--- src/rtl/xd_pkg.sv ---
// xd_pkg: shared constants and FSM state type for the xd bus receiver
package xd_pkg;
    localparam int SYNC_STAGES_MIN = 2;
    typedef enum logic {IDLE, HOLD} xd_rx_state_t;
endpackage

--- src/rtl/xd_sync_bit.sv ---
// xd_sync_bit: multi-flop synchronizer for a single asynchronous bit
module xd_sync_bit #(
    parameter int STAGES = 2
) (
    input  logic clk,
    input  logic rst_n,
    input  logic d,
    output logic q
);
    logic [STAGES-1:0] chain;
    // shift the raw input straight into the first flop, nothing in front of it
    always_ff @(posedge clk or negedge rst_n) begin
        if (!rst_n) chain <= '0;
        else chain <= {chain[STAGES-2:0], d};
    end
    assign q = chain[STAGES-1];
endmodule

--- src/rtl/xd_bus_rx.sv ---
// xd_bus_rx: toggle-handshake CDC receiver; optional parity check via XD_BUS_RX_PARITY_EN
module xd_bus_rx
    import xd_pkg::*;
#(
    parameter int WIDTH       = 8,
    parameter int SYNC_STAGES = 2
) (
    input  logic             clk,
    input  logic             rst_n,
    input  logic             src_req_tgl,
    input  logic [WIDTH-1:0] src_data,
    output logic             dst_ack_tgl,
    output logic             out_valid,
    input  logic             out_ready,
    output logic [WIDTH-1:0] out_data
`ifdef XD_BUS_RX_PARITY_EN
    ,
    input  logic             src_parity,
    output logic             err_parity
`endif
);
    if (SYNC_STAGES < SYNC_STAGES_MIN || WIDTH < 1) begin : g_bad_param
        $error("xd_bus_rx: SYNC_STAGES must be >= 2 and WIDTH >= 1");
    end
    xd_rx_state_t state, state_nxt;
    logic req_sync, req_seen, new_req, capture, accept;
    xd_sync_bit #(.STAGES(SYNC_STAGES)) u_sync (
        .clk   (clk),
        .rst_n (rst_n),
        .d     (src_req_tgl),
        .q     (req_sync)
    );
    // a pending toggle stays in the chain until IDLE compares it against req_seen
    assign new_req   = req_sync ^ req_seen;
    assign out_valid = (state == HOLD);
    // state register
    always_ff @(posedge clk or negedge rst_n) begin
        if (!rst_n) state <= IDLE;
        else state <= state_nxt;
    end
    // next state: capture only from IDLE, accept (and ack) only from HOLD
    always_comb begin
        capture   = (state == IDLE) && new_req;
        accept    = (state == HOLD) && out_ready;
        state_nxt = capture ? HOLD : accept ? IDLE : state;
    end
    // capture word and request level together; flip ack once per accepted word
    always_ff @(posedge clk or negedge rst_n) begin
        if (!rst_n) begin
            out_data    <= '0;
            req_seen    <= 1'b0;
            dst_ack_tgl <= 1'b0;
        end else begin
            if (capture) begin
                out_data <= src_data;
                req_seen <= req_sync;
            end
            if (accept) dst_ack_tgl <= ~dst_ack_tgl;
        end
    end
`ifdef XD_BUS_RX_PARITY_EN
    // parity error flag travels with the captured word and drops on handshake
    always_ff @(posedge clk or negedge rst_n) begin
        if (!rst_n) err_parity <= 1'b0;
        else if (capture) err_parity <= ^src_data ^ src_parity;
        else if (accept) err_parity <= 1'b0;
    end
`endif
endmodule

--- config.mk ---
export PLATFORM = sky130hd
export DESIGN_NAME = xd_bus_rx
export DESIGN_NICKNAME = d
export VERILOG_FILES = /design/src/rtl/xd_pkg.sv /design/src/rtl/xd_sync_bit.sv /design/src/rtl/xd_bus_rx.sv
export SDC_FILE = /design/constraint.sdc
export NUM_CORES = 1
export LEC_CHECK = 0
export BUFFER_PORTS_ARGS = -buffer_cell sky130_fd_sc_hd__buf_2
export CORE_AREA = 3 3 40 42
export DETAILED_ROUTE_END_ITERATION = 10
export DIE_AREA = 0 0 43 45
export HOLD_SLACK_MARGIN = 0.06
export PLACE_DENSITY = 0.77
export SYNTH_ARGS = -nofsm -noshare
export SYNTH_HDL_FRONTEND = slang
export SYNTH_SLANG_ARGS = --single-unit
--- constraint.sdc ---
create_clock -name clk -period 1.9 [get_ports clk]
set_input_delay 0.475 -clock clk [delete_from_list [all_inputs] [get_ports clk]]
set_output_delay 0.475 -clock clk [all_outputs]
set_load 0.03 [all_outputs]
After elaboration in Yosys (flattened, before gate mapping)
Index checks and enable logic that the tools add are counted.
{"block": "op_classes", "bitwise": 3, "mux": 2, "reduce_logical": 3}
{"cell": "1-bit logical AND", "count": 2}
{"cell": "1-bit two-way mux", "count": 2}
{"cell": "1-bit NOT", "count": 2}
{"cell": "2-bit nonzero test", "count": 1}
{"cell": "1-bit XOR", "count": 1}
{"block": "word_totals", "word_cells": 13, "output_inout_bits": 10, "ff_bits": 13}

Depth between registers and ports, before layout
Gate-level depths: netlist of run 1.
{"block": "depth", "depth_word": 3, "ltp_mapped": 3}

Hierarchy
A second synthesis of run 1 with hierarchy kept.
{"block": "unflattened", "hier_cells": 27, "hier_area_um2": 515.5}
{"mod": "xd_bus_rx", "area_per_inst_um2": 465.4, "seq_area_each_um2": 275.3, "cells_each": 25, "n_inst": 1}
{"mod": "xd_sync_bit", "area_per_inst_um2": 50.0, "seq_area_each_um2": 50.0, "cells_each": 2, "n_inst": 1}

Least setup slack after synthesis of run 1
Ideal clock, no wire load.
{"block": "synth_path", "kind": "reg2reg", "from": "register state (netlist: out_valid)", "to": "register out_data[0]", "slack_ps": 645, "path_stages_with_launch": 3, "setup_ps": 125, "path_buffers": 0, "t_arrival_ps": 1130, "required_ps": 1775, "path_cell_list": "dfrtp_1 > nor2_8 > mux2_4"}
{"block": "synth_between", "elab_chain_cells": 2}
{"element": "start: declaration", "line_no": "xd_bus_rx.sv:25", "text": "xd_rx_state_t state, state_nxt;"}
{"element": "start signal: assignment", "line_no": "xd_bus_rx.sv:39", "text": "else state <= state_nxt;"}
{"element": "1-bit NOT", "line_no": "xd_bus_rx.sv:43", "text": "capture = (state == IDLE) && new_req;"}
{"element": "1-bit logical AND", "line_no": "xd_bus_rx.sv:43"}
{"element": "end signal: assignment", "line_no": "xd_bus_rx.sv:55", "text": "out_data <= src_data;"}
{"element": "end: declaration", "line_no": "xd_bus_rx.sv:15", "text": "output logic [WIDTH-1:0] out_data"}
No other way between the ends.
A chain may end at the register's enable or synchronous reset.

Worst setup path in the final report of run 1
{"block": "layout_path", "from": "register state (netlist: out_valid)", "to": "output port out_valid"}
{"element": "end: declaration", "line_no": "xd_bus_rx.sv:13", "text": "output logic out_valid,"}
No word-level cell between the ends.

==> impl_metrics.py, run 1 <==
metrics = {
    "run_status": {
        "run_status": "complete, no violations",
    },
    "worst_setup_path": {
        "worst-path-buf-inv": 1,
        "path_class": "reg2out",
        "cp_slowest_cell": "dfrtp_1",
        "cp-end-kind": "output port",
        "cp_max_fo": 5,
        "worstPathRequired_ns": 1.42,
        "path_cells": "buf_2",
        "cpPeakStageDelay_ns": 0.52,
        "crit_family": "flip-flops",
        "crit_path_start_kind": "flop",
        "worstPathArrival_ns": 1.04,
    },
    "synthesis": {
        "yosys.area.top_type_share": 0.6311,
        "avgSynthCellArea_sq_um": 19.09,
        "syn-cell-area_sq_um": 515.5,
        "synth_top_area_cell": "dfrtp_1",
        "yosysWarningCount": 0,
        "synth_edf_count": 0,
        "synth-seq-cells": 13,
        "ys_seq_area_frac": 0.6311,
        "synth_cell_type_count": 8,
        "syn-num-nets": 39,
        "synth_ff_type": "dfrtp_1",
        "synth_common_cells": "dfrtp_1, mux2_4",
        "synth_area_leaders": "dfrtp_1, mux2_4, nor2_8",
        "netlist_instances": 27,
        "synth-async-reset-ratio": 1.000,
        "yosys.cell_count.top_type": "dfrtp_1",
    },
    "floorplanning": {
        "die_w_um": 43,
        "ios": 22,
        "die_area_sq_um": 1935,
        "die_y_um": 45,
        "coreArea_sq_um": 1285,
        "placementRows": 13,
        "initial_core_util": 0.4012,
    },
    "layout": {
        "fin_cells": 67,
        "final_nets": 65,
        "insertedDiodeCount": 0,
        "areaGrowthSynthToFinish_pct": 29.13,
        "drive_gt1_frac": 0.6731,
        "finish.utilization": 0.5180,
    },
    "timing": {
        "setup_viol": 0,
        "final_hold_viol_count": 0,
        "hold_ws_ns": 0.08064,
        "drv_slew": 0,
        "tns_ns": 0,
        "worst_clock_skew_ns": 0.003643,
        "slew_headroom": 0.7781,
        "rsz0062_at_grt": "false",
        "fin_crit_sh": 0.7979,
        "worstMarginPinSlew_ns": 0.3313,
        "min_period_ns": 1.516,
        "timing.fmax_mhz": 659.7,
        "setup_slack_ns": 0.3841,
    },
    "power": {
        "power.share.sequential": 0.367,
        "clockPowerShare": 0.116,
        "swShare": 0.4070,
        "pwr-share-comb": 0.516,
        "cellLeakagePower_nw": 0.3438,
        "power.switching_w": 0.0005501,
        "ir_drop_mv": 0.8655,
        "power.density_nw_per_um2": 2031,
        "p_int_w": 0.0008015,
    },
    "route": {
        "vias": 298,
        "dr.first_iter.drc_count": 0,
        "ant_nets": 0,
        "via_per_inst": 4.448,
        "drcViolationCount": 0,
        "drt-total-wl_um": 821,
        "first_pass_iters": 1,
        "routedWlPerCell_um": 12.25,
    },
    "clocking": {
        "cts_tree": "done",
        "cts_resized": 0,
        "cts.clk_slew.worst_paths_ns": 0.07,
        "numClockSinks": 13,
        "clockBufferDepth": 2,
        "cts_hold_buf": 0,
        "numCtsBuffers": 3,
        "worstSkewPairLatency_ns": 0.26,
        "cts.root.buffer_cell": "clkbuf_4",
        "htreeDepth": 1,
        "post_cts.repair.setup_buffers": 0,
    },
    "global_route": {
        "grt_overflow_total": 0,
        "grt_max_degree": 14,
        "grt_pass1_vias": 281,
        "grt_pass1_wl_mm": 1.262,
        "grtUsageTotal": 0.09601,
        "grt_antenna_before_repair": 0,
    },
    "placement": {
        "place_inst": 63,
        "gp_congestion": 0.6191,
        "io_buffers": 21,
        "pre_cts_ws_ns": 0.6407,
    },
    "flow_run": {
        "max_cap_viol_count": 0,
    },
    "worst_hold_path": {
        "hp-class": "in2async",
    },
}
[cells by family after synthesis]
family	after synthesis	synth area share
and+or+nand+nor	2	0.04611
DFF	13	0.6311
xor gates and xnor gates	2	0.04856
muxes	10	0.2743
[placed cells by master (no fill, tap or decap)]
master	instances
buf_2	21
clkbuf_1	1
mux2_2	1
mux2_4	8
nand2_1	1
xnor2_2	1
mux2i_1	1
xnor2_1	1
clkbuf_4	3
nor2_8	1
dfrtp_1	13
[state kept, by name, summed over array words and instances, names as in the netlist]
name	flops
out_data	8
u_sync.chain	2
out_valid	1
req_seen	1
dst_ack_tgl	1
[final cells by class]
class / instances / area (sq um)
Fill cell: 112 / 619.3
Sequential cell: 13 / 325.3
Multi-Input combinational cell: 14 / 190.2
Timing Repair Buffer: 21 / 105.1
Clock buffer: 4 / 26.28
Tap cell: 15 / 18.77
[through the flow]
step | cell area (sq um) | power, W
global placement | 639.4 | 0.001192
finish | 665.6 | 0.001352
CTS | 665.6 | 0.001373
floorplan | 515.5 | 0.001037
global route | 665.6 | 0.001423
detailed placement | 639.4 | 0.001209
[per-layer routing]
metal | GRT usage | up-vias | wire length [um]
met1 | 0.1151 | 136 | 358
li1 | - | 142 | -
met4 | 0.07229 | 0 | 8
met3 | 0.03984 | 2 | 92
met2 | 0.1377 | 18 | 361
met5 | 0 | - | 0
[power by group through the flow]
stage	Sequential, W	Clock [W]	Combinational, W
after global routing	0.000516	0.000179	0.000728
after detailed placement	0.000500	0	0.000709
after global placement	0.000495	0	0.000697
after floorplan	0.000717	0	0.000320
final	0.000497	0.000157	0.000698
after CTS	0.000500	0.000165	0.000708
[path summary, 6_finish.rpt]
| path | start | to | slack, ns | cells past startpoint |
|---|---|---|---|---|
| worst min register to register | u_sync.chain[0] | u_sync.chain[1] | 0.35 | 0 |
| max in group asynchronous | rst_n | dst_ack_tgl | 1.60 | 1 |
| worst min-delay path | rst_n | out_data[0] | 0.08 | 1 |
| worst max-delay path | out_valid | out_valid | 0.38 | 1 |
| worst max register to register | req_seen | out_data[4] | 0.65 | 3 |
| min in group clk | src_req_tgl | u_sync.chain[0] | 0.32 | 1 |
Note: power is estimated with default switching activity, not from simulation.
==> run 2, diff against run 1 <==
--- a/config.mk
+++ b/config.mk
@@ -6,11 +6,11 @@
 export NUM_CORES = 1
 export LEC_CHECK = 0
 export BUFFER_PORTS_ARGS = -buffer_cell sky130_fd_sc_hd__buf_2
-export CORE_AREA = 3 3 40 42
+export CORE_MARGIN = 3
+export CORE_UTILIZATION = 39
 export DETAILED_ROUTE_END_ITERATION = 10
-export DIE_AREA = 0 0 43 45
 export HOLD_SLACK_MARGIN = 0.06
-export PLACE_DENSITY = 0.77
+export PLACE_DENSITY = 0.8
 export SYNTH_ARGS = -nofsm -noshare
 export SYNTH_HDL_FRONTEND = slang
 export SYNTH_SLANG_ARGS = --single-unit
==> constraint.sdc (replaced) <==
create_clock -name clk -period 1.3 [get_ports clk]
set_input_delay 0.325 -clock clk [delete_from_list [all_inputs] [get_ports clk]]
set_output_delay 0.325 -clock clk [all_outputs]
set_load 0.03 [all_outputs]
==> impl_metrics.py, run 2 (same netlist as run 1, synthesis figures left out) <==
metrics = {
    "run_status": {
        "run_status": "complete, no violations",
    },
    "clocking": {
        "cts_tree": "done",
        "clockBufferDepth": 2,
        "cts.root.buffer_cell": "clkbuf_4",
        "htreeDepth": 1,
        "cts.clk_slew.worst_paths_ns": 0.07,
        "numCtsBuffers": 3,
        "numClockSinks": 13,
        "worstSkewPairLatency_ns": 0.27,
    },
    "floorplanning": {
        "ios": 22,
        "coreArea_sq_um": 1171,
        "die_w_um": 42.36,
        "die_area_sq_um": 1794,
        "initial_core_util": 0.4402,
        "placementRows": 12,
        "die_y_um": 42.36,
    },
    "timing": {
        "fin_crit_sh": 0.9603,
        "final_hold_viol_count": 0,
        "worstMarginPinSlew_ns": 0.3126,
        "slew_headroom": 0.7905,
        "worst_clock_skew_ns": 0.007254,
        "min_period_ns": 1.248,
        "drv_slew": 0,
        "tns_ns": 0,
        "setup_viol": 0,
        "timing.fmax_mhz": 801.0,
        "setup_slack_ns": 0.05161,
        "rsz0062_at_grt": "false",
    },
    "route": {
        "drt-total-wl_um": 860,
        "via_per_inst": 4.618,
        "first_pass_iters": 2,
        "drcViolationCount": 0,
        "routedWlPerCell_um": 12.65,
        "ant_nets": 0,
        "dr.first_iter.drc_count": 7,
        "vias": 314,
    },
    "layout": {
        "layout_common_cells": "buf_2, dfrtp_1, mux2_4",
        "nFillCells": 103,
        "drive_gt1_frac": 0.6852,
        "insertedDiodeCount": 0,
        "largest_reg_flops": 8,
        "mostFrequentLayoutCell": "buf_2",
        "finish.utilization": 0.5940,
        "largest_registers": "out_data x8, u_sync.chain x2",
        "final_nets": 67,
        "regMostFlops": "out_data",
        "areaGrowthSynthToFinish_pct": 34.95,
        "final_cell_area_sq_um": 695.7,
    },
    "global_route": {
        "grt_max_degree": 14,
        "grtUsageTotal": 0.1122,
        "grt_pass1_wl_mm": 1.428,
        "grt_overflow_total": 0,
        "grt_pass1_vias": 328,
        "grt_antenna_before_repair": 0,
    },
    "worst_setup_path": {
        "cp-end-kind": "flop",
        "path_class": "reg2reg",
        "worstPathRequired_ns": 1.45,
        "timing.rr.start": "u_sync.chain[1]",
        "r2r_cells": 3,
        "crit_start": "u_sync.chain[1]",
        "worstPathArrival_ns": 1.40,
        "crit_path_start_kind": "flop",
        "r2r_end": "out_data[5]",
        "reg2reg_slack_ns": 0.05,
        "cp_max_fo": 8,
        "critPathCapture": "out_data[5]",
    },
    "flow_run": {
        "max_cap_viol_count": 0,
    },
    "placement": {
        "gp_congestion": 0.6451,
        "pre_cts_ws_ns": 0.04826,
        "io_buffers": 21,
        "dpl-instance-area_sq_um": 638.1,
    },
    "worst_hold_path": {
        "hp-class": "in2reg",
    },
    "power": {
        "cellLeakagePower_nw": 0.3564,
        "power.density_nw_per_um2": 2969,
        "ir_drop_mv": 1.265,
    },
}
[run 2: per-stage QoR]
step                instances  power [W]  hold slack (ns)
floorplan                  27   0.001515          0.02941
global placement           62   0.001739           0.2213
detailed placement         62   0.001761           0.2242
CTS                        68   0.002094           0.1511
global route               68   0.002179           0.1348
finish                     68   0.002065           0.1608
[run 2: per-layer routing]
layer | vias to the layer above | track usage | wire (um)
met5 | - | 0 | 0
met4 | 0 | 0.03727 | 0
met3 | 0 | 0.07725 | 83
met2 | 14 | 0.1641 | 406
met1 | 154 | 0.1297 | 370
li1 | 146 | - | -
[run 2: worst max-delay path, cell delays in order, from the launching register on]
cell	delay, ns
dfrtp_1	0.41
xnor2_2	0.19
nor2_8	0.21
mux2_4	0.32
[run 2: cell type report]
class | count | area (sq um) | area share
Sequential cell | 13 | 326.6 | 0.4694
Multi-Input combinational cell | 14 | 190.2 | 0.2734
Timing Repair Buffer | 23 | 135.1 | 0.1942
Clock buffer | 4 | 26.28 | 0.03777
Tap cell | 14 | 17.52 | 0.02518
[run 2: repair_timing]
item,in CTS,in global routing
setup buffers,1,0
endpoints found under the setup margin,1,0
hold endpoints to repair,13,0
resized for setup,1,0
hold buffers,1,0
[run 2: worst min-delay path by stage]
stage                     depth (start not counted)              end        start  slack (ns)
after floorplan                                   0      dst_ack_tgl        rst_n        0.03
after detailed placement                          1        out_valid        rst_n        0.22
after global placement                            1      out_data[6]        rst_n        0.22
final                                             1  u_sync.chain[0]  src_req_tgl        0.16
after global routing                              1  u_sync.chain[0]  src_req_tgl        0.13
after CTS                                         1  u_sync.chain[0]  src_req_tgl        0.15
[run 2: where the power goes]
part	total, W	switching (W)	internal, W
sequential	0.000701	0.000109	0.000591
clock	0.000241	0.000122	0.000119
combinational	0.00112	0.000596	0.000528
==> run 3, diff against run 2 <==
--- a/config.mk
+++ b/config.mk
@@ -5,6 +5,7 @@
 export SDC_FILE = /design/constraint.sdc
 export NUM_CORES = 1
 export LEC_CHECK = 0
+export ABC_AREA = 1
 export BUFFER_PORTS_ARGS = -buffer_cell sky130_fd_sc_hd__buf_2
 export CORE_MARGIN = 3
 export CORE_UTILIZATION = 39
==> impl_metrics.py, run 3 <==
metrics = {
    "worst_setup_path": {
        "cp-end-kind": "output port",
        "worst-path-buf-inv": 1,
        "path_class": "reg2out",
        "cp_slowest_cell": "dfrtp_1",
        "worstPathRequired_ns": 0.98,
        "cp_max_fo": 5,
        "worstPathArrival_ns": 0.90,
        "crit_family": "flip-flops",
        "path_cells": "buf_2",
        "cpPeakStageDelay_ns": 0.41,
        "crit_path_start_kind": "flop",
    },
    "floorplanning": {
        "die_area_sq_um": 1772,
        "die_w_um": 42.09,
        "placementRows": 12,
        "initial_core_util": 0.4394,
        "ios": 22,
        "die_y_um": 42.09,
        "coreArea_sq_um": 1156,
    },
    "clocking": {
        "clockBufferDepth": 2,
        "cts_tree": "done",
        "cts.root.buffer_cell": "clkbuf_4",
        "numClockSinks": 13,
        "cts.clk_slew.worst_paths_ns": 0.08,
        "post_cts.repair.setup_buffers": 0,
        "worstSkewPairLatency_ns": 0.27,
        "htreeDepth": 1,
        "cts_resized": 0,
        "numCtsBuffers": 3,
    },
    "synthesis": {
        "syn-num-nets": 60,
        "yosys.area.top_type_share": 0.6404,
        "yosysWarningCount": 0,
        "synth_cell_type_count": 10,
        "ys_seq_area_frac": 0.6404,
        "synth_top_area_cell": "dfrtp_1",
        "synth-seq-cells": 13,
        "netlist_instances": 48,
        "yosys.cell_count.top_type": "nand2_1",
        "synth-async-reset-ratio": 1.000,
        "synth_ff_type": "dfrtp_1",
        "synth_area_leaders": "dfrtp_1, nand2_1, nand4_1",
        "synth_edf_count": 0,
        "synth_common_cells": "nand2_1, dfrtp_1, nand4_1",
        "avgSynthCellArea_sq_um": 10.58,
        "syn-cell-area_sq_um": 508.0,
    },
    "power": {
        "pwr-share-comb": 0.486,
        "power.share.sequential": 0.380,
        "cellLeakagePower_nw": 0.3667,
        "p_int_w": 0.0009497,
        "power.density_nw_per_um2": 2695,
        "swShare": 0.4715,
        "power.switching_w": 0.0008473,
        "clockPowerShare": 0.134,
        "ir_drop_mv": 1.225,
    },
    "global_route": {
        "grt_pass1_wl_mm": 1.780,
        "grtUsageTotal": 0.1380,
        "grt_pass1_vias": 414,
        "grt_overflow_total": 0,
        "grt_antenna_before_repair": 0,
        "grt_max_degree": 14,
    },
    "timing": {
        "worstMarginPinSlew_ns": 0.2942,
        "fin_crit_sh": 0.9394,
        "setup_viol": 0,
        "rsz0062_at_grt": "false",
        "tns_ns": 0,
        "slew_headroom": 0.8039,
        "final_hold_viol_count": 0,
        "timing.fmax_mhz": 818.9,
        "min_period_ns": 1.221,
        "drv_slew": 0,
        "worst_clock_skew_ns": 0.003685,
    },
    "route": {
        "first_pass_iters": 4,
        "drcViolationCount": 0,
        "dr.first_iter.drc_count": 8,
        "drt-total-wl_mm": 1.022,
        "ant_nets": 0,
        "via_per_inst": 4.818,
        "routedWlPerCell_um": 11.61,
        "vias": 424,
    },
    "layout": {
        "areaGrowthSynthToFinish_pct": 31.28,
        "final_cell_area_sq_um": 666.9,
        "mostFrequentLayoutCell": "buf_2",
        "layout_common_cells": "buf_2, nand2_1, dfrtp_1",
        "regMostFlops": "out_data",
        "drive_gt1_frac": 0.3784,
        "final_nets": 87,
        "largest_registers": "out_data x8, u_sync.chain x2",
        "largest_reg_flops": 8,
        "insertedDiodeCount": 0,
        "nFillCells": 116,
    },
    "placement": {
        "post-dp-hpwl_um": 778.1,
        "gp_congestion": 0.6998,
        "dpl-instance-area_sq_um": 630.6,
        "io_buffers": 21,
    },
    "run_status": {
        "run_status": "complete, no violations",
    },
    "flow_run": {
        "max_cap_viol_count": 0,
    },
    "worst_hold_path": {
        "hp-class": "in2reg",
    },
}
[run 3: layout make-up]
class	instances	area, sq um	area share
Sequential cell	13	325.3	0.4878
Tap cell	14	17.52	0.02627
Clock buffer	4	26.28	0.03940
Inverter	3	11.26	0.01689
Timing Repair Buffer	22	115.1	0.1726
Multi-Input combinational cell	32	171.4	0.2570
[run 3: stage by stage]
| stage | utilization | instances | total power, W | hold slack, ns | setup WS (ns) |
|---|---|---|---|---|---|
| after global routing | 0.5768 | 88 | 0.001955 | 0.1392 | 0.01170 |
| after global placement | 0.5455 | 83 | 0.001553 | 0.2199 | 0.3429 |
| after floorplan | - | 48 | 0.001317 | 0.02941 | 0.2619 |
| after detailed placement | 0.5455 | 83 | 0.001574 | 0.2255 | 0.3212 |
| after CTS | 0.5768 | 88 | 0.001820 | 0.1533 | 0.07222 |
| final | 0.5768 | 88 | 0.001797 | 0.1572 | 0.07879 |
[run 3: what timing repair did]
item / in CTS / in global routing
hold buffers: 1 / 0
endpoints found under the setup margin: 0 / 0
endpoints found under the hold margin: 13 / 0
[run 3: metal layers]
metal | global-route usage | part of all wire | up-vias
li1 | - | - | 216
met1 | 0.1603 | 0.41 | 191
met2 | 0.2191 | 0.52 | 13
met3 | 0.03863 | 0.053 | 4
met4 | 0.09317 | 0.022 | 0
met5 | 0 | 0 | -
[run 3: path summary, 6_finish.rpt]
check / startpoint / endpoint / slack, ns / cells past startpoint
worst max-delay path: out_valid / out_valid / 0.08 / 1
worst min-delay path: src_req_tgl / u_sync.chain[0] / 0.16 / 1
worst max register to register: out_valid / out_data[4] / 0.32 / 4
worst min register to register: u_sync.chain[0] / u_sync.chain[1] / 0.37 / 0
max in group asynchronous: rst_n / out_data[0] / 0.61 / 2
min in group asynchronous: rst_n / out_data[4] / 0.46 / 2
[run 3: kinds of logic (layout without fill, tap and decap cells)]
kind of cell	Yosys count	after routing	share of synthesized area
and+or+nand+nor	29	29	0.3005
DFF	13	13	0.6404
buffers and inverters	3	29	0.02217
AOI/OAI and AO/OA	2	2	0.01971
xor gates and xnor gates	1	1	0.01724
[run 3: power by group through the flow]
stage / Combinational [W] / Sequential [W] / Clock, W
2_1_floorplan: 0.000321 / 0.000995 / 0
3_3_place_gp: 0.000868 / 0.000685 / 0
3_5_place_dp: 0.000883 / 0.000690 / 0
4_1_cts: 0.000885 / 0.000686 / 0.000250
5_1_grt: 0.000961 / 0.000714 / 0.000279
6_report: 0.000873 / 0.000684 / 0.000241
